--- config.mk ---
export PLATFORM = sky130hd
export DESIGN_NAME = instr_encoder_flat
export DESIGN_NICKNAME = d
export VERILOG_FILES = /design/src/rtl/enc_pkg.sv /design/src/rtl/instr_encoder_if.sv /design/src/rtl/instr_pack.sv /design/src/rtl/instr_encoder.sv /design/src/flat_wrapper.sv
export SDC_FILE = /design/constraint.sdc
export NUM_CORES = 1
export LEC_CHECK = 0
export ABC_AREA = 1
export BUFFER_PORTS_ARGS = -buffer_cell sky130_fd_sc_hd__buf_2
export CAP_MARGIN = 20
export CORE_MARGIN = 2
export CORE_UTILIZATION = 55
export DETAILED_ROUTE_END_ITERATION = 10
export GPL_ROUTABILITY_DRIVEN = 0
export GPL_TIMING_DRIVEN = 1
export PLACE_DENSITY = 0.91
export RECOVER_POWER = 100
export SLEW_MARGIN = 20
export SYNTH_ARGS = -nofsm -noshare
export SYNTH_HDL_FRONTEND = slang
export SYNTH_SLANG_ARGS = --single-unit
--- constraint.sdc ---
create_clock -name clk -period 7.1 [get_ports clk]
set_input_delay 1.065 -clock clk [delete_from_list [all_inputs] [get_ports clk]]
set_output_delay 1.065 -clock clk [all_outputs]
set_load 0.05 [all_outputs]
--- src/rtl/enc_pkg.sv ---
// enc_pkg: shared types and constants for the RV32IM instruction encoder.
// Holds the op enum, word formats, opcode/funct constants and the NOP word.
package enc_pkg;

    localparam int OP_W = 6;

    // Request op codes; any value past OP_LI is an unknown op.
    typedef enum logic [OP_W-1:0] {
        OP_ADD, OP_SUB, OP_SLL, OP_SLT, OP_SLTU,
        OP_XOR, OP_SRL, OP_SRA, OP_OR, OP_AND,
        OP_ADDI, OP_SLTI, OP_SLTIU, OP_XORI,
        OP_ORI, OP_ANDI, OP_SLLI, OP_SRLI, OP_SRAI,
        OP_LB, OP_LH, OP_LW, OP_LBU, OP_LHU,
        OP_SB, OP_SH, OP_SW,
        OP_BEQ, OP_BNE, OP_BLT, OP_BGE,
        OP_BLTU, OP_BGEU,
        OP_JAL, OP_JALR, OP_LUI, OP_AUIPC,
        OP_ECALL, OP_EBREAK,
        OP_MUL, OP_MULH, OP_MULHSU, OP_MULHU,
        OP_DIV, OP_DIVU, OP_REM, OP_REMU,
        OP_LI
    } op_e;

    typedef enum logic [3:0] {
        FMT_BAD, FMT_R, FMT_I, FMT_SH,
        FMT_S, FMT_B, FMT_U, FMT_J, FMT_SYS
    } fmt_e;

    typedef enum logic {
        ST_IDLE,
        ST_LI_LO
    } state_e;

    typedef struct packed {
        logic [31:0] word;
        logic        err;
    } pack_t;

    localparam logic [31:0] NOP_WORD_DEF = 32'h0000_0013;

    localparam logic [6:0] OPC_OP     = 7'b0110011;
    localparam logic [6:0] OPC_OP_IMM = 7'b0010011;
    localparam logic [6:0] OPC_LOAD   = 7'b0000011;
    localparam logic [6:0] OPC_STORE  = 7'b0100011;
    localparam logic [6:0] OPC_BRANCH = 7'b1100011;
    localparam logic [6:0] OPC_JAL    = 7'b1101111;
    localparam logic [6:0] OPC_JALR   = 7'b1100111;
    localparam logic [6:0] OPC_LUI    = 7'b0110111;
    localparam logic [6:0] OPC_AUIPC  = 7'b0010111;
    localparam logic [6:0] OPC_SYSTEM = 7'b1110011;

    localparam logic [6:0] F7_BASE = 7'b0000000;
    localparam logic [6:0] F7_ALT  = 7'b0100000;
    localparam logic [6:0] F7_MD   = 7'b0000001;

    localparam logic [2:0] F3_ADD  = 3'b000;
    localparam logic [2:0] F3_SLL  = 3'b001;
    localparam logic [2:0] F3_SLT  = 3'b010;
    localparam logic [2:0] F3_SLTU = 3'b011;
    localparam logic [2:0] F3_XOR  = 3'b100;
    localparam logic [2:0] F3_SR   = 3'b101;
    localparam logic [2:0] F3_OR   = 3'b110;
    localparam logic [2:0] F3_AND  = 3'b111;

    localparam logic [2:0] F3_B    = 3'b000;
    localparam logic [2:0] F3_H    = 3'b001;
    localparam logic [2:0] F3_W    = 3'b010;
    localparam logic [2:0] F3_BU   = 3'b100;
    localparam logic [2:0] F3_HU   = 3'b101;

    localparam logic [2:0] F3_BEQ  = 3'b000;
    localparam logic [2:0] F3_BNE  = 3'b001;
    localparam logic [2:0] F3_BLT  = 3'b100;
    localparam logic [2:0] F3_BGE  = 3'b101;
    localparam logic [2:0] F3_BLTU = 3'b110;
    localparam logic [2:0] F3_BGEU = 3'b111;

    localparam logic [2:0] F3_MUL    = 3'b000;
    localparam logic [2:0] F3_MULH   = 3'b001;
    localparam logic [2:0] F3_MULHSU = 3'b010;
    localparam logic [2:0] F3_MULHU  = 3'b011;
    localparam logic [2:0] F3_DIV    = 3'b100;
    localparam logic [2:0] F3_DIVU   = 3'b101;
    localparam logic [2:0] F3_REM    = 3'b110;
    localparam logic [2:0] F3_REMU   = 3'b111;

    // True when v is the sign extension of v[msb:0].
    function automatic logic sx_fits(
        input logic [31:0] v,
        input int          msb
    );
        logic ok;
        ok = 1'b1;
        for (int i = 0; i < 32; i++) begin
            if (i >= msb && v[i] != v[31]) begin
                ok = 1'b0;
            end
        end
        return ok;
    endfunction

endpackage

--- src/rtl/instr_encoder_if.sv ---
// instr_encoder_if: request and instruction-word valid/ready bundle.
// slave = encoder view, master = producer/consumer view.
interface instr_encoder_if;
    import enc_pkg::*;

    logic            in_valid;
    logic            in_ready;
    logic [OP_W-1:0] in_op;
    logic [4:0]      in_rd;
    logic [4:0]      in_rs1;
    logic [4:0]      in_rs2;
    logic [31:0]     in_imm;
    logic            out_valid;
    logic            out_ready;
    logic [31:0]     out_instr;
    logic            out_last;
    logic            out_err;

    modport slave (
        input  in_valid, in_op, in_rd,
        input  in_rs1, in_rs2, in_imm,
        input  out_ready,
        output in_ready,
        output out_valid, out_instr,
        output out_last, out_err
    );

    modport master (
        output in_valid, in_op, in_rd,
        output in_rs1, in_rs2, in_imm,
        output out_ready,
        input  in_ready,
        input  out_valid, out_instr,
        input  out_last, out_err
    );

endinterface

--- src/rtl/instr_pack.sv ---
// instr_pack: combinational op + fields -> {32-bit word, err}.
// Ports: op_i, rd_i, rs1_i, rs2_i, imm_i in; res_o {word, err} out.
// RV32M_EN defined adds MUL..REMU; otherwise they encode as unknown ops.
module instr_pack
    import enc_pkg::*;
#(
    parameter logic [31:0] NOP_WORD  = NOP_WORD_DEF,
    parameter int          RANGE_CHK = 1
) (
    input  logic [OP_W-1:0] op_i,
    input  logic [4:0]      rd_i,
    input  logic [4:0]      rs1_i,
    input  logic [4:0]      rs2_i,
    input  logic [31:0]     imm_i,
    output pack_t           res_o
);

    fmt_e       fmt;
    logic [6:0] opc;
    logic [6:0] f7;
    logic [2:0] f3;
    logic       ebrk;
    logic       rng;
    logic [31:0] word;

    always_comb begin
        fmt  = FMT_BAD;
        opc  = OPC_OP;
        f7   = F7_BASE;
        f3   = 3'b000;
        ebrk = 1'b0;
        unique case (op_i)
            OP_ADD:   begin fmt = FMT_R; f3 = F3_ADD; end
            OP_SUB:   begin fmt = FMT_R; f3 = F3_ADD; f7 = F7_ALT; end
            OP_SLL:   begin fmt = FMT_R; f3 = F3_SLL; end
            OP_SLT:   begin fmt = FMT_R; f3 = F3_SLT; end
            OP_SLTU:  begin fmt = FMT_R; f3 = F3_SLTU; end
            OP_XOR:   begin fmt = FMT_R; f3 = F3_XOR; end
            OP_SRL:   begin fmt = FMT_R; f3 = F3_SR; end
            OP_SRA:   begin fmt = FMT_R; f3 = F3_SR; f7 = F7_ALT; end
            OP_OR:    begin fmt = FMT_R; f3 = F3_OR; end
            OP_AND:   begin fmt = FMT_R; f3 = F3_AND; end
            OP_ADDI:  begin fmt = FMT_I; opc = OPC_OP_IMM; f3 = F3_ADD; end
            OP_SLTI:  begin fmt = FMT_I; opc = OPC_OP_IMM; f3 = F3_SLT; end
            OP_SLTIU: begin fmt = FMT_I; opc = OPC_OP_IMM; f3 = F3_SLTU; end
            OP_XORI:  begin fmt = FMT_I; opc = OPC_OP_IMM; f3 = F3_XOR; end
            OP_ORI:   begin fmt = FMT_I; opc = OPC_OP_IMM; f3 = F3_OR; end
            OP_ANDI:  begin fmt = FMT_I; opc = OPC_OP_IMM; f3 = F3_AND; end
            OP_SLLI:  begin fmt = FMT_SH; opc = OPC_OP_IMM; f3 = F3_SLL; end
            OP_SRLI:  begin fmt = FMT_SH; opc = OPC_OP_IMM; f3 = F3_SR; end
            OP_SRAI:  begin
                fmt = FMT_SH; opc = OPC_OP_IMM; f3 = F3_SR; f7 = F7_ALT;
            end
            OP_LB:    begin fmt = FMT_I; opc = OPC_LOAD; f3 = F3_B; end
            OP_LH:    begin fmt = FMT_I; opc = OPC_LOAD; f3 = F3_H; end
            OP_LW:    begin fmt = FMT_I; opc = OPC_LOAD; f3 = F3_W; end
            OP_LBU:   begin fmt = FMT_I; opc = OPC_LOAD; f3 = F3_BU; end
            OP_LHU:   begin fmt = FMT_I; opc = OPC_LOAD; f3 = F3_HU; end
            OP_SB:    begin fmt = FMT_S; opc = OPC_STORE; f3 = F3_B; end
            OP_SH:    begin fmt = FMT_S; opc = OPC_STORE; f3 = F3_H; end
            OP_SW:    begin fmt = FMT_S; opc = OPC_STORE; f3 = F3_W; end
            OP_BEQ:   begin fmt = FMT_B; opc = OPC_BRANCH; f3 = F3_BEQ; end
            OP_BNE:   begin fmt = FMT_B; opc = OPC_BRANCH; f3 = F3_BNE; end
            OP_BLT:   begin fmt = FMT_B; opc = OPC_BRANCH; f3 = F3_BLT; end
            OP_BGE:   begin fmt = FMT_B; opc = OPC_BRANCH; f3 = F3_BGE; end
            OP_BLTU:  begin fmt = FMT_B; opc = OPC_BRANCH; f3 = F3_BLTU; end
            OP_BGEU:  begin fmt = FMT_B; opc = OPC_BRANCH; f3 = F3_BGEU; end
            OP_JAL:   begin fmt = FMT_J; opc = OPC_JAL; end
            OP_JALR:  begin fmt = FMT_I; opc = OPC_JALR; end
            OP_LUI:   begin fmt = FMT_U; opc = OPC_LUI; end
            OP_AUIPC: begin fmt = FMT_U; opc = OPC_AUIPC; end
            OP_ECALL: begin fmt = FMT_SYS; opc = OPC_SYSTEM; end
            OP_EBREAK: begin
                fmt = FMT_SYS; opc = OPC_SYSTEM; ebrk = 1'b1;
            end
`ifdef RV32M_EN
            OP_MUL:    begin fmt = FMT_R; f7 = F7_MD; f3 = F3_MUL; end
            OP_MULH:   begin fmt = FMT_R; f7 = F7_MD; f3 = F3_MULH; end
            OP_MULHSU: begin fmt = FMT_R; f7 = F7_MD; f3 = F3_MULHSU; end
            OP_MULHU:  begin fmt = FMT_R; f7 = F7_MD; f3 = F3_MULHU; end
            OP_DIV:    begin fmt = FMT_R; f7 = F7_MD; f3 = F3_DIV; end
            OP_DIVU:   begin fmt = FMT_R; f7 = F7_MD; f3 = F3_DIVU; end
            OP_REM:    begin fmt = FMT_R; f7 = F7_MD; f3 = F3_REM; end
            OP_REMU:   begin fmt = FMT_R; f7 = F7_MD; f3 = F3_REMU; end
`endif
            default:  fmt = FMT_BAD;
        endcase
    end

    // Only the fields a format uses reach the word; the rest are zero.
    always_comb begin
        word = NOP_WORD;
        rng  = 1'b0;
        unique case (fmt)
            FMT_R: word = {f7, rs2_i, rs1_i, f3, rd_i, opc};
            FMT_I: begin
                word = {imm_i[11:0], rs1_i, f3, rd_i, opc};
                rng  = !sx_fits(imm_i, 11);
            end
            FMT_SH: begin
                word = {f7, imm_i[4:0], rs1_i, f3, rd_i, opc};
                rng  = |imm_i[31:5];
            end
            FMT_S: begin
                word = {imm_i[11:5], rs2_i, rs1_i, f3,
                        imm_i[4:0], opc};
                rng  = !sx_fits(imm_i, 11);
            end
            FMT_B: begin
                word = {imm_i[12], imm_i[10:5], rs2_i, rs1_i, f3,
                        imm_i[4:1], imm_i[11], opc};
                rng  = !sx_fits(imm_i, 12) || imm_i[0];
            end
            FMT_U: word = {imm_i[31:12], rd_i, opc};
            FMT_J: begin
                word = {imm_i[20], imm_i[10:1], imm_i[11],
                        imm_i[19:12], rd_i, opc};
                rng  = !sx_fits(imm_i, 20) || imm_i[0];
            end
            FMT_SYS: word = {11'd0, ebrk, 13'd0, opc};
            default: word = NOP_WORD;
        endcase
    end

    assign res_o.word = word;
    assign res_o.err  = (fmt == FMT_BAD) ||
                        ((RANGE_CHK != 0) && rng);

endmodule

--- src/rtl/instr_encoder.sv ---
// instr_encoder: RV32IM request -> instruction word, one registered stage.
// Ports: clk, rst_n (async, active low), bus (slave: in_* request, out_* word).
// LI expands to LUI+ADDI through a two-state FSM. RV32M_EN enables M ops.
module instr_encoder
    import enc_pkg::*;
#(
    parameter logic [31:0] NOP_WORD  = NOP_WORD_DEF,
    parameter int          RANGE_CHK = 1
) (
    input  logic            clk,
    input  logic            rst_n,
    instr_encoder_if.slave  bus
);

    state_e      state_q, state_d;
    logic        out_valid_q;
    logic [31:0] out_instr_q, instr_d;
    logic        out_last_q, last_d;
    logic        out_err_q, err_d;
    logic [4:0]  li_rd_q, li_rd_d;
    logic [11:0] li_lo_q, li_lo_d;

    logic        slot_free;
    logic        accept;
    logic        load;
    logic        li_nop;
    logic [31:0] li_sum;

    logic [OP_W-1:0] p_op;
    logic [4:0]      p_rd, p_rs1, p_rs2;
    logic [31:0]     p_imm;
    pack_t           pk;

    assign slot_free = !out_valid_q || bus.out_ready;
    assign bus.in_ready = rst_n && (state_q == ST_IDLE) && slot_free;
    assign accept = bus.in_valid && bus.in_ready;
    assign load = accept || ((state_q == ST_LI_LO) && slot_free);

    // Rounded upper part: ADDI sign-extends the low 12 bits.
    assign li_sum = bus.in_imm + 32'h0000_0800;

    always_comb begin
        p_op    = bus.in_op;
        p_rd    = bus.in_rd;
        p_rs1   = bus.in_rs1;
        p_rs2   = bus.in_rs2;
        p_imm   = bus.in_imm;
        li_nop  = 1'b0;
        last_d  = 1'b1;
        state_d = ST_IDLE;
        li_rd_d = li_rd_q;
        li_lo_d = li_lo_q;
        if (state_q == ST_LI_LO) begin
            p_op  = OP_ADDI;
            p_rd  = li_rd_q;
            p_rs1 = li_rd_q;
            p_rs2 = '0;
            p_imm = {{20{li_lo_q[11]}}, li_lo_q};
        end else if (bus.in_op == OP_LI) begin
            p_rs1 = '0;
            p_rs2 = '0;
            if (bus.in_rd == 5'd0) begin
                li_nop = 1'b1;
            end else if (sx_fits(bus.in_imm, 11)) begin
                p_op = OP_ADDI;
            end else begin
                p_op  = OP_LUI;
                p_imm = {li_sum[31:12], 12'h000};
                if (bus.in_imm[11:0] != 12'h000) begin
                    last_d  = 1'b0;
                    state_d = ST_LI_LO;
                    li_rd_d = bus.in_rd;
                    li_lo_d = bus.in_imm[11:0];
                end
            end
        end
        instr_d = li_nop ? NOP_WORD : pk.word;
        err_d   = li_nop ? 1'b0 : pk.err;
    end

    instr_pack #(
        .NOP_WORD  (NOP_WORD),
        .RANGE_CHK (RANGE_CHK)
    ) u_pack (
        .op_i  (p_op),
        .rd_i  (p_rd),
        .rs1_i (p_rs1),
        .rs2_i (p_rs2),
        .imm_i (p_imm),
        .res_o (pk)
    );

    always_ff @(posedge clk or negedge rst_n) begin
        if (!rst_n) begin
            state_q     <= ST_IDLE;
            out_valid_q <= 1'b0;
            out_instr_q <= '0;
            out_last_q  <= 1'b0;
            out_err_q   <= 1'b0;
            li_rd_q     <= '0;
            li_lo_q     <= '0;
        end else if (load) begin
            state_q     <= state_d;
            out_valid_q <= 1'b1;
            out_instr_q <= instr_d;
            out_last_q  <= last_d;
            out_err_q   <= err_d;
            li_rd_q     <= li_rd_d;
            li_lo_q     <= li_lo_d;
        end else if (bus.out_ready) begin
            out_valid_q <= 1'b0;
        end
    end

    assign bus.out_valid = out_valid_q;
    assign bus.out_instr = out_instr_q;
    assign bus.out_last  = out_last_q;
    assign bus.out_err   = out_err_q;

endmodule

--- src/flat_wrapper.sv ---
// flat-port wrapper written by rule: the top's interface ports become plain ports
module instr_encoder_flat import enc_pkg::*;
#(
    parameter logic [31:0] NOP_WORD  = NOP_WORD_DEF,
    parameter int          RANGE_CHK = 1
)
  (clk, rst_n, bus_in_valid, bus_in_op, bus_in_rd, bus_in_rs1, bus_in_rs2, bus_in_imm, bus_out_ready, bus_in_ready, bus_out_valid, bus_out_instr, bus_out_last, bus_out_err);
  instr_encoder_if bus_i ();
  input  logic clk;
  input  logic rst_n;
  input wire logic [$bits(bus_i.in_valid)-1:0] bus_in_valid;
  input wire logic [$bits(bus_i.in_op)-1:0] bus_in_op;
  input wire logic [$bits(bus_i.in_rd)-1:0] bus_in_rd;
  input wire logic [$bits(bus_i.in_rs1)-1:0] bus_in_rs1;
  input wire logic [$bits(bus_i.in_rs2)-1:0] bus_in_rs2;
  input wire logic [$bits(bus_i.in_imm)-1:0] bus_in_imm;
  input wire logic [$bits(bus_i.out_ready)-1:0] bus_out_ready;
  output wire logic [$bits(bus_i.in_ready)-1:0] bus_in_ready;
  output wire logic [$bits(bus_i.out_valid)-1:0] bus_out_valid;
  output wire logic [$bits(bus_i.out_instr)-1:0] bus_out_instr;
  output wire logic [$bits(bus_i.out_last)-1:0] bus_out_last;
  output wire logic [$bits(bus_i.out_err)-1:0] bus_out_err;
  assign bus_i.in_valid = bus_in_valid;
  assign bus_i.in_op = bus_in_op;
  assign bus_i.in_rd = bus_in_rd;
  assign bus_i.in_rs1 = bus_in_rs1;
  assign bus_i.in_rs2 = bus_in_rs2;
  assign bus_i.in_imm = bus_in_imm;
  assign bus_i.out_ready = bus_out_ready;
  assign bus_in_ready = bus_i.in_ready;
  assign bus_out_valid = bus_i.out_valid;
  assign bus_out_instr = bus_i.out_instr;
  assign bus_out_last = bus_i.out_last;
  assign bus_out_err = bus_i.out_err;
  instr_encoder #(.NOP_WORD(NOP_WORD), .RANGE_CHK(RANGE_CHK)) u_core (.clk(clk), .rst_n(rst_n), .bus(bus_i));
endmodule
# [After elaboration in Yosys (flattened, before gate mapping)]
# Index checks and enable logic that the tools add are counted.
[op_classes] bitwise_logic=3 reduce_logical=38 addsub=1 mux=114 eq_ne=87
[op_table] op="32-bit one-hot mux with 8 select lines" count=1
[op_table] op="32-bit 2-to-1 mux" count=5
[op_table] op="6-bit by 5-bit == test with 1-bit output, second input constant" count=16
[op_table] op="1-bit 2-to-1 mux" count=94
[op_table] op="7-bit one-hot mux with 9 select lines" count=1
[op_table] op="6-bit by 4-bit == test with 1-bit output, second input constant" count=8
[op_table] op="6-bit == test, second input constant" count=8
[op_table] op="1-bit != test" count=40
[op_table] op="32-bit by 12-bit adder with 32-bit output, second input constant" count=1
[op_table] op="4-bit one-hot mux with 8 select lines" count=1
[op_table] op="6-bit 2-to-1 mux" count=5
[op_table] op="27-bit OR reduction" count=1
[op_table] op="5-bit 2-to-1 mux" count=5
[op_table] op="6-bit by 3-bit == test with 1-bit output, second input constant" count=4
[op_table] op="3-bit one-hot mux with 7 select lines" count=1
[op_table] op="4-bit by 3-bit == test with 1-bit output, second input constant" count=4
[op_table] op="3-bit OR reduction" count=5
[op_table] op="6-bit by 2-bit == test with 1-bit output, second input constant" count=2
[op_table] op="12-bit nonzero test" count=1
[op_table] op="12-bit OR reduction" count=1
[op_table] op="6-bit OR reduction" count=2
[op_table] op="10-bit OR reduction" count=1
[op_table] op="5-bit OR reduction" count=2
[op_table] op="9-bit OR reduction" count=1
[op_table] op="16 further kinds" count=33
[totals] wordCells=250 register_bits=53 output_inout_bits=36

# [Depth between registers and ports, before layout]
# Gate-level depths: netlist of run 1.
[logic_depth] ltp_word=54 ltp_mapped=25

# [Cells and area by module]
# From an unflattened synthesis of run 1, not the netlist that was laid out.
[unflattened] hier_cells=832 area_unflattened_um2=5123.7
[by_module_without_submodules] mod="instr_encoder" area_each_um2=3368.2 seq_area_each_um2=1326.3 instances=1 cells_per_inst=471
[by_module_without_submodules] mod="instr_pack" area_each_um2=1755.4 seq_area_each_um2=0.0 instances=1 cells_per_inst=361

# [Worst setup path before layout of run 1]
# Ideal clock, no wire load.
[synth_path] path_kind="input port to flip-flop" startpoint="input port bus_in_imm[11]" endpoint="register u_core.out_instr_q[7], in the netlist u_core.bus.out_instr[7]" arrival_time_ns=2.991 path_buffers=0 setup_ns=0.120 slack_ns=3.988 cell_stages=15 path_cell_list="or2_2 > nor2_1 > nand3_1 > nand2_1 > nand3_4 > nand3_1 > nor2_1 > o21ai_1 > and3_1 > nand4_4 > nand3b_2 > nand2_1 > inv_1 > o21ai_1 > nand2_1"
[synth_between] elab_chain_len=34
[synth_lines] element="start: declaration" line="flat_wrapper.sv:16" text="input wire logic [$bits(bus_i.in_imm)-1:0] bus_in_imm;"
[synth_lines] element="1-bit != test" line="enc_pkg.sv:95" text="if (i >= msb && v[i] != v[31]) begin"
[synth_lines] element="1-bit 2-to-1 mux (20 in series)" line="enc_pkg.sv:95"
[synth_lines] element="1-bit 2-to-1 mux" line="instr_encoder.sv:62" text="if (bus.in_rd == 5'd0) begin"
[synth_lines] element="1-bit 2-to-1 mux" line="instr_encoder.sv:59" text="end else if (bus.in_op == OP_LI) begin"
[synth_lines] element="1-bit 2-to-1 mux" line="instr_encoder.sv:53" text="if (state_q == ST_LI_LO) begin"
[synth_lines] element="6-bit 2-to-1 mux" line="instr_encoder.sv:64" text="end else if (sx_fits(bus.in_imm, 11)) begin"
[synth_lines] element="6-bit 2-to-1 mux" line="instr_encoder.sv:62"
[synth_lines] element="6-bit 2-to-1 mux" line="instr_encoder.sv:59"
[synth_lines] element="6-bit 2-to-1 mux" line="instr_encoder.sv:53"
[synth_lines] element="6-bit == test (tied with other cells)" line="instr_pack.sv:32" text="unique case (op_i)"
[synth_lines] element="12-bit OR reduction (no line) (tied with other cells)"
[synth_lines] element="4-bit one-hot mux with 8 select lines" line="instr_pack.sv:32"
[synth_lines] element="4-bit == test (tied with other cells)" line="instr_pack.sv:94" text="unique case (fmt)"
[synth_lines] element="32-bit one-hot mux with 8 select lines *" line="instr_pack.sv:94"
[synth_lines] element="32-bit 2-to-1 mux *" line="instr_encoder.sv:77" text="instr_d = li_nop ? NOP_WORD : pk.word;"
[synth_lines] element="end signal: assignment" line="instr_encoder.sv:105" text="out_instr_q <= instr_d;"
[synth_lines] element="end: declaration" line="instr_encoder.sv:17" text="logic [31:0] out_instr_q, instr_d;"
# Every way passes the cells marked *; elsewhere a longest branch is shown, timed or not. The select of a mux whose other input is x is not followed.
# A chain may end at the register's enable or synchronous reset.

# [Worst setup path after layout of run 1]
[layout_path] startpoint="input port bus_in_rd[1]" endpoint="register u_core.out_instr_q[9], in the netlist u_core.bus.out_instr[9]"
[layout_between] elab_chain_len=10
[layout_lines] element="start: declaration" line="flat_wrapper.sv:13" text="input wire logic [$bits(bus_i.in_rd)-1:0] bus_in_rd;"
[layout_lines] element="5-bit logical NOT *" line="instr_encoder.sv:62"
[layout_lines] element="6-bit 2-to-1 mux" line="instr_encoder.sv:62"
[layout_lines] element="6-bit 2-to-1 mux" line="instr_encoder.sv:59"
[layout_lines] element="6-bit 2-to-1 mux" line="instr_encoder.sv:53"
[layout_lines] element="6-bit == test (tied with other cells)" line="instr_pack.sv:32"
[layout_lines] element="12-bit OR reduction (no line) (tied with other cells)"
[layout_lines] element="4-bit one-hot mux with 8 select lines" line="instr_pack.sv:32"
[layout_lines] element="4-bit == test (tied with other cells)" line="instr_pack.sv:94"
[layout_lines] element="32-bit one-hot mux with 8 select lines" line="instr_pack.sv:94"
[layout_lines] element="32-bit 2-to-1 mux *" line="instr_encoder.sv:77"
# Every way passes the cells marked *; elsewhere a longest branch is shown, timed or not.

==> impl_metrics.toml, run 1 <==
[status]
status = "finished with violations"
violations = "capacitance limit, slew limit"

[die]
start_util_pct = 57.3
die_y_um = 97.0
num_rows = 33
placeableCoreArea_um2 = 8300
die_w_um = 97.0
dieArea_um2 = 9400
ioPinCount = 93

[logic_synthesis]
netlist_area_um2 = 4750
yosysWarnings = 0
synth_adder_area_share_pct = 0.263
synth-main-ff-cell = "dfrtp_1"
synth_nets = 853
ys_ff_latch = 52
synth_edf_count = 0
synth_cells = 795
async_reset_ff_share_pct = 100
synthMuxAreaShare_pct = 1.18
synth_compound_area_share_pct = 15.7
ys_seq_area_share_pct = 27.4
synth_top_family_by_area = "simple AND/OR/NAND/NOR gates"
synthXorXnorAreaFrac_pct = 0.369
synth-simple-area-share_pct = 45.3
synth_area_per_cell_um2 = 5.98
synth_cell_types = 50

[clock_tree]
htreeDepth = 2
cts_tree = "done"
cts-resized-gates = 0
cts_buffer_depth = 2
clkTransAtPathRegs_ns = 0.11
clock_latency_ns = 0.32
cts_sinks = 52
post-cts-setup-buffers = 0
cts_root_buf = "clkbuf_8"
cts_hold_buf = 0
cts_inserted_buffers = 5

[setup_path]
criticalPathCategory = "in -> reg"
path_common_cell = "nor2_1"
crit_slowest_cell = "nor2_1"
worstPathArrival_ns = 5.13
end_kind = "flip-flop"
path_buf_inv = 5
cp_top_family = "simple AND/OR/NAND/NOR gates"
path_max_fanout = 19
start_kind = "input port"
required_ns = 7.30
crit_chain = "buf_2, nor2_1, nand3_1, inv_1, nor2_1, inv_4, nand2_1, nor2_1, nand3_1, nor2_2, inv_1, nand2_1, nand2_1, clkinv_1, nor2_1, nand3b_2, a21boi_0, o21ai_1"
critical_path.max_stage_delay_ns = 1.10

[grt]
grt_max_degree = 55
grt_pass1_wl_um = 23700
overflow = 0
grt_use_total_pct = 29.8
grt_pass1_vias = 5170
antenna_found_initial = 0

[cells_and_area]
finalCoreUtilization_pct = 63.8
fill_cells = 781
regArea_um2 = 1300
num_antenna_cells = 0
multi_input_area_um2 = 2970
final_nets = 930
layout.cells.most_common = "nand2_1"
drive_above_1_share_pct = 11.9
mostFrequentLayoutCells = "270 x nand2_1, 85 x nor2_1, 84 x inv_1"
syn_to_final_growth_pct = 11.5

[detailed_routing]
first_pass_iters = 5
postRouteAntennaNets = 0
wl_um = 14000
drt_iter0_markers = 753
routed_via_density = 5.82
drc = 0
num_vias = 5694
detail_route.wl_per_cell_um = 14.3

[timing]
rsz0062_at_grt = "no"
setup-tns-final_ns = 0
fmax_mhz = 203
fin_crit_sh_pct = 69.4
skew_ns = 0.00842
timing.final.crit_period_ns = 4.93
tightest_slew_ns = 2.79
slew_viol_final = 55
relSlewSlack_pct = -86.1
hold_viol_final = 0
setup_viol = 0

[power]
p_leak_nw = 2.91
power_mw = 0.981
ir_worst_vdd_mv = 0.164
p_per_area_nw_per_um2 = 185

[job]
maxCapViolCount = 1

[min_path]
hold_class = "reg -> reg"

[place]
dpl.hpwl_um = 10800
numPortBuffers = 92
[through the flow]
stage | instances | setup slack (ns) | hold WS (ns) | area, µm²
3_5_place_dp | 970 | 2.87 | 0.461 | 5260
2_1_floorplan | 795 | 3.99 | 0.453 | 4750
4_1_cts | 978 | 3.20 | 0.488 | 5360
3_3_place_gp | 970 | 2.95 | 0.460 | 5260
5_1_grt | 978 | 1.59 | 0.503 | 5300
6_report | 978 | 2.17 | 0.484 | 5300
[power breakdown]
group	switching, mW	total [mW]	internal, mW
Clock	0.111	0.183	0.0726
Combinational	0.326	0.424	0.0975
Sequential	0.0289	0.374	0.346
[state kept, by name (all words and copies together), names as in the netlist]
register,count
u_core.li_lo_q,12
u_core.bus.out_instr,31
u_core.bus.out_err,1
u_core.bus.out_last,1
u_core.state_q,1
u_core.li_rd_q,5
u_core.bus.out_valid,1
[layer usage]
metal / vias up / global-route usage, % / share of wire (%)
met4: 0 / 10.9 / 3.5
met2: 365 / 48.6 / 46
met1: 2521 / 40.1 / 41
met3: 55 / 4.84 / 10
met5: - / 0 / 0
li1: 2753 / - / -
[worst min-delay path, delay by kind of cell (launching register included)]
family | cells | cell delay [ns]
flip-flops | 1 | 0.35
AND/OR/NAND/NOR | 2 | 0.11
[final timing paths]
path | from | end | slack (ns) | depth (start not counted)
setup reg to reg | u_core.state_q | u_core.bus.out_instr[9] | 4.00 | 12
hold / removal | u_core.bus.out_instr[23] | u_core.bus.out_instr[23] | 0.48 | 2
setup / recovery | bus_in_rd[1] | u_core.bus.out_instr[9] | 2.17 | 18
max in group asynchronous | rst_n | u_core.state_q | 3.80 | 2
hold reg to reg | u_core.bus.out_instr[23] | u_core.bus.out_instr[23] | 0.48 | 2
min in group asynchronous | rst_n | u_core.bus.out_instr[22] | 1.73 | 2
[synthesized netlist by cell type (5+ instances only)]
cell type / number / area [µm²]
mux2_2: 5 / 56.3
nor4_1: 5 / 31.3
buf_1: 5 / 18.8
nand4_1: 19 / 119
nor2_1: 83 / 312
o211ai_1: 5 / 37.5
nand3_1: 78 / 390
inv_2: 9 / 33.8
o22ai_1: 5 / 31.3
clkbuf_1: 13 / 48.8
a22oi_1: 9 / 67.6
nor2_2: 5 / 31.3
nor3_1: 5 / 25.0
buf_2: 7 / 35.0
o21ai_0: 55 / 275
o21ai_1: 17 / 85.1
a21oi_1: 12 / 60.1
inv_1: 83 / 312
nand2_1: 270 / 1010
dfrtp_1: 52 / 1300
[cell type report]
| type | instances | share of cell area (%) |
|---|---|---|
| Timing Repair Buffer | 96 | 8.36 |
| Multi-Input combinational cell | 623 | 56.1 |
| Tap cell | 105 | 2.48 |
| Clock inverter | 3 | 0.519 |
| Clock buffer | 5 | 1.30 |
| Sequential cell | 52 | 24.6 |
| Inverter | 94 | 6.71 |
[cell families after synthesis]
logic type                 after synthesis
xor gates and xnor gates                 2
and+or+nand+nor                        490
AOI/OAI and AO/OA                      125
muxes                                    5
DFF                                     52
adders and majority gates                1
buffers and inverters                  120
No activity file was read; power rests on OpenSTA's default activity.
==> inputs of run 2 (changes only) <==
- clock period: 7.1 -> 4.8 ns (I/O delays scaled with it)
==> impl_metrics.toml, run 2 (synthesis results as in run 1) <==
[status]
status = "finished with violations"
violations = "capacitance limit, slew limit"

[detailed_routing]
routed_via_density = 5.81
num_vias = 5691
first_pass_iters = 7
postRouteAntennaNets = 0
drc = 0
drt_iter0_markers = 695
wl_um = 14400
detail_route.wl_per_cell_um = 14.7

[setup_path]
crit_slowest_cell = "clkbuf_1"
critical_path.max_stage_delay_ns = 1.25
reg2reg_slack_ns = 0.84
path_max_fanout = 41
cp_top_family = "buffers and inverters"
criticalPathCategory = "reg -> reg"
crit-reg2reg-launch = "u_core.state_q"
crit_chain = "inv_1, buf_4, nand2_1, nand2_1, clkbuf_1, inv_1, o21ai_0, nand2_1"
worstPathArrival_ns = 4.14
path_common_cell = "nand2_1"
path_buf_inv = 4
start_kind = "flip-flop"
end_kind = "flip-flop"
required_ns = 4.98
r2r_cells = 8
reg2reg_to = "u_core.bus.out_instr[30]"

[cells_and_area]
layout.cells.most_common = "nand2_1"
stdcell_area_um2 = 5300
final-instance-count-excl-fill = 979
largest_reg_flops = 31
finalCoreUtilization_pct = 63.8
num_antenna_cells = 0
drive_above_1_share_pct = 11.2
multi_input_area_um2 = 2970
regArea_um2 = 1300
syn_to_final_growth_pct = 11.5
final_nets = 931
mostFrequentLayoutCells = "270 x nand2_1, 85 x inv_1, 85 x nor2_1"
fill_cells = 824

[power]
clock_power_share_pct = 18.5
p_per_area_nw_per_um2 = 275
power_mw = 1.45
seq_power_share_pct = 38.3
p_int_mw = 0.761
comb_power_share_pct = 43.2
p_leak_nw = 2.91
switching_share_pct = 47.6
ir_worst_vdd_mv = 0.214
p_switching_mw = 0.693

[clock_tree]
cts_inserted_buffers = 5
clkTransAtPathRegs_ns = 0.11
cts_tree = "done"
cts_root_buf = "clkbuf_8"
cts_sinks = 52
post-cts-setup-buffers = 0
cts_hold_buf = 0
clock_latency_ns = 0.31
cts_buffer_depth = 2
htreeDepth = 2
cts-resized-gates = 0

[die]
ioPinCount = 93
die_y_um = 97.0
start_util_pct = 57.3
num_rows = 33
dieArea_um2 = 9400
placeableCoreArea_um2 = 8300
die_w_um = 97.0

[place]
dpl.hpwl_um = 11000
dpl_cell_area_um2 = 5270
numPortBuffers = 92
dp.cells = 971

[grt]
grt_pass1_vias = 5249
grt_max_degree = 54
antenna_found_initial = 0
grt_pass1_wl_um = 23800
overflow = 0
grt_use_total_pct = 29.9

[min_path]
hold_depth = 2
worstHoldStart = "u_core.bus.out_instr[23]"
worstHoldEndpoint = "u_core.bus.out_instr[23]"
hold_class = "reg -> reg"

[job]
maxCapViolCount = 1

[timing]
skew_ns = 0.00900
setup-tns-final_ns = 0
rsz0062_at_grt = "no"
hold_viol_final = 0
relSlewSlack_pct = -16.7
timing.final.crit_period_ns = 3.96
setup_viol = 0
fmax_mhz = 253
fin_crit_sh_pct = 82.4
slew_viol_final = 42
tightest_slew_ns = 1.75
## run 2: cell count changes in the layout (fill, tap and decap cells not counted), moves of 2 or more
| cell | before | now |
|---|---|---|
| a21boi_1 | 3 | 1 |
| o21ai_0 | 60 | 57 |
| clkbuf_1 | 36 | 40 |
| o21ai_1 | 12 | 15 |
| a21boi_0 | 1 | 3 |
| buf_2 | 57 | 54 |
## run 2: power by group through the flow
stage | registers, mW | logic [mW] | clock network, mW
after floorplan | 0.782 | 0.237 | 0
after global placement | 0.559 | 0.632 | 0
after detailed placement | 0.561 | 0.641 | 0
after CTS | 0.554 | 0.644 | 0.268
after global routing | 0.566 | 0.674 | 0.284
final | 0.557 | 0.628 | 0.270
## run 2: layout make-up
| class | instances | share of cell area (%) |
|---|---|---|
| Clock buffer | 5 | 1.30 |
| Clock inverter | 3 | 0.520 |
| Tap cell | 105 | 2.48 |
| Inverter | 94 | 6.71 |
| Timing Repair Buffer | 97 | 8.36 |
| Multi-Input combinational cell | 623 | 56.1 |
| Sequential cell | 52 | 24.6 |
## run 2: tightest hold or removal path, stage by stage, from the launching register on
cell     delay [ns]
dfrtp_1        0.35
nand2_1        0.05
nand2_1        0.06
## run 2: how the worst max path moves through the flow
stage              startpoint                  endpoint  slack [ns]  cells past startpoint
2_1_floorplan  bus_in_imm[11]   u_core.bus.out_instr[7]        2.03                     15
3_3_place_gp     bus_in_rd[1]   u_core.bus.out_instr[7]        0.98                     20
3_5_place_dp     bus_in_rd[1]   u_core.bus.out_instr[7]        0.95                     20
4_1_cts          bus_in_rd[1]   u_core.bus.out_instr[7]        1.24                     20
5_1_grt        u_core.state_q  u_core.bus.out_instr[30]        0.63                      8
6_report       u_core.state_q  u_core.bus.out_instr[30]        0.84                      8
## run 2: through the flow
stage	setup slack (ns)	hold WS [ns]
final	0.845	0.487
after global routing	0.627	0.519
after CTS	1.24	0.490
after detailed placement	0.949	0.465
after global placement	0.984	0.457
after floorplan	2.03	0.424
## run 2: metal layers
metal	vias to the layer above	GRT usage, %	wire (µm)
met5	-	0	0
met2	331	48.4	6630
li1	2754	-	-
met1	2560	40.5	5850
met3	46	3.68	1430
met4	0	12.2	467
==> inputs of run 3 (changes only) <==
- clock period: 4.8 -> 4 ns (I/O delays scaled with it)
==> impl_metrics.toml, run 3 (synthesis results as in run 1) <==
[clock_tree]
clkTransAtPathRegs_ns = 0.11
cts_sinks = 52
cts_root_buf = "clkbuf_8"
cts_hold_buf = 0
htreeDepth = 2
post-cts-setup-buffers = 0
cts_tree = "done"
cts_inserted_buffers = 5
cts-resized-gates = 0
clock_latency_ns = 0.31
cts_buffer_depth = 2

[grt]
grt_max_degree = 54
grt_pass1_wl_um = 23300
grt_use_total_pct = 29.5
overflow = 0
antenna_found_initial = 0
grt_pass1_vias = 5071

[power]
ir_worst_vdd_mv = 0.252
p_int_mw = 0.911
comb_power_share_pct = 43.2
clock_power_share_pct = 18.4
p_per_area_nw_per_um2 = 327
switching_share_pct = 47.5
seq_power_share_pct = 38.4
p_leak_nw = 2.92
p_switching_mw = 0.823

[timing]
hold_slack_ns = 0.458
skew_ns = 0.00841
rsz0062_at_grt = "no"
setup-tns-final_ns = 0
setup_viol = 0
tightest_slew_ns = 0.807
slew_viol_final = 0
hold_viol_final = 0
relSlewSlack_pct = 46.2
timing.final.ws_setup_ns = 0.527
timing.final.crit_period_ns = 3.47
fmax_mhz = 288
fin_crit_sh_pct = 86.8

[setup_path]
reg2reg_to = "u_core.bus.out_instr[4]"
critical_path.max_stage_delay_ns = 0.36
crit_chain = "buf_2, nor2_1, nand3_1, inv_1, nor2_8, nand3_1, nand3_1, nand2_1, inv_2, o21ai_1, nand4_1, nor2_1, nand3_1, o21ai_0, o22ai_1, inv_1"
required_ns = 4.26
crit-reg2reg-launch = "u_core.state_q"
path_max_fanout = 19
crit_slowest_cell = "o21ai_0"
start_kind = "input port"
criticalPathCategory = "in -> reg"
reg2reg_slack_ns = 0.93
path_common_cell = "nand3_1"
r2r_cells = 11
worstPathArrival_ns = 3.73
end_kind = "flip-flop"

[cells_and_area]
num_antenna_cells = 0
mostFrequentLayoutCells = "270 x nand2_1, 86 x inv_1, 84 x nor2_1"
final-instance-count-excl-fill = 981
drive_above_1_share_pct = 11.5
syn_to_final_growth_pct = 11.7
final_nets = 933
stdcell_area_um2 = 5310
layout.cells.most_common = "nand2_1"
largest_reg_flops = 31

[die]
num_rows = 33
ioPinCount = 93
start_util_pct = 57.3
dieArea_um2 = 9400
placeableCoreArea_um2 = 8300
die_w_um = 97.0
die_y_um = 97.0

[status]
status = "finished, final reports clean"

[detailed_routing]
wl_um = 14000
drt_iter0_markers = 538
drc = 0
postRouteAntennaNets = 0
num_vias = 5664
detail_route.wl_per_cell_um = 14.3
first_pass_iters = 10
routed_via_density = 5.77

[min_path]
hold_class = "in -> async"

[place]
dpl.hpwl_um = 10900
dp.cells = 973
dpl_cell_area_um2 = 5290
numPortBuffers = 92
dp_slack_ns = 0.572

[job]
maxCapViolCount = 0
run 3: through the flow:
step | total power [mW] | util [%]
global route | 1.82 | 64.0
global placement | 1.43 | 63.7
detailed placement | 1.44 | 63.7
CTS | 1.75 | 64.8
floorplan | 1.22 | -
finish | 1.73 | 64.0
run 3: worst max-delay path by stage:
stage,start,endpoint,slack [ns]
after floorplan,u_core.state_q,u_core.li_lo_q[1],1.27
final,bus_in_rd[1],u_core.bus.out_instr[4],0.53
after global placement,bus_in_rd[1],u_core.bus.out_instr[27],0.61
after global routing,bus_in_rd[1],u_core.bus.out_instr[5],0.23
after CTS,bus_in_imm[22],u_core.bus.out_err,0.86
after detailed placement,bus_in_imm[22],u_core.bus.out_err,0.57
run 3: power groups by stage:
stage / registers (mW) / logic, mW / clock network [mW]
after floorplan: 0.938 / 0.285 / 0
after global placement: 0.669 / 0.762 / 0
after detailed placement: 0.672 / 0.767 / 0
after CTS: 0.663 / 0.770 / 0.315
after global routing: 0.678 / 0.810 / 0.335
final: 0.666 / 0.749 / 0.318
run 3: metal layers:
layer  vias up  GRT usage, %  wire length, µm
li1       2759             -                -
met1      2531          41.0             5740
met2       322          47.8             6490
met3        52          3.90             1300
met4         0          9.64              476
met5         -             0                0
run 3: area by class of cell:
class,instances,area (µm²)
multi-input combinational,623,2970
clock inverter,3,21.3
timing repair buffer,99,459
fill,828,2990
clock buffer,5,68.8
inverter,94,355
sequential,52,1300
tap,105,131
run 3: critical path, delay by kind of cell:
family                 cells  cell delay [ns]
buffers and inverters      4             0.60
AO/OA/AOI/OAI              3             0.66
AND/OR/NAND/NOR            9             1.88
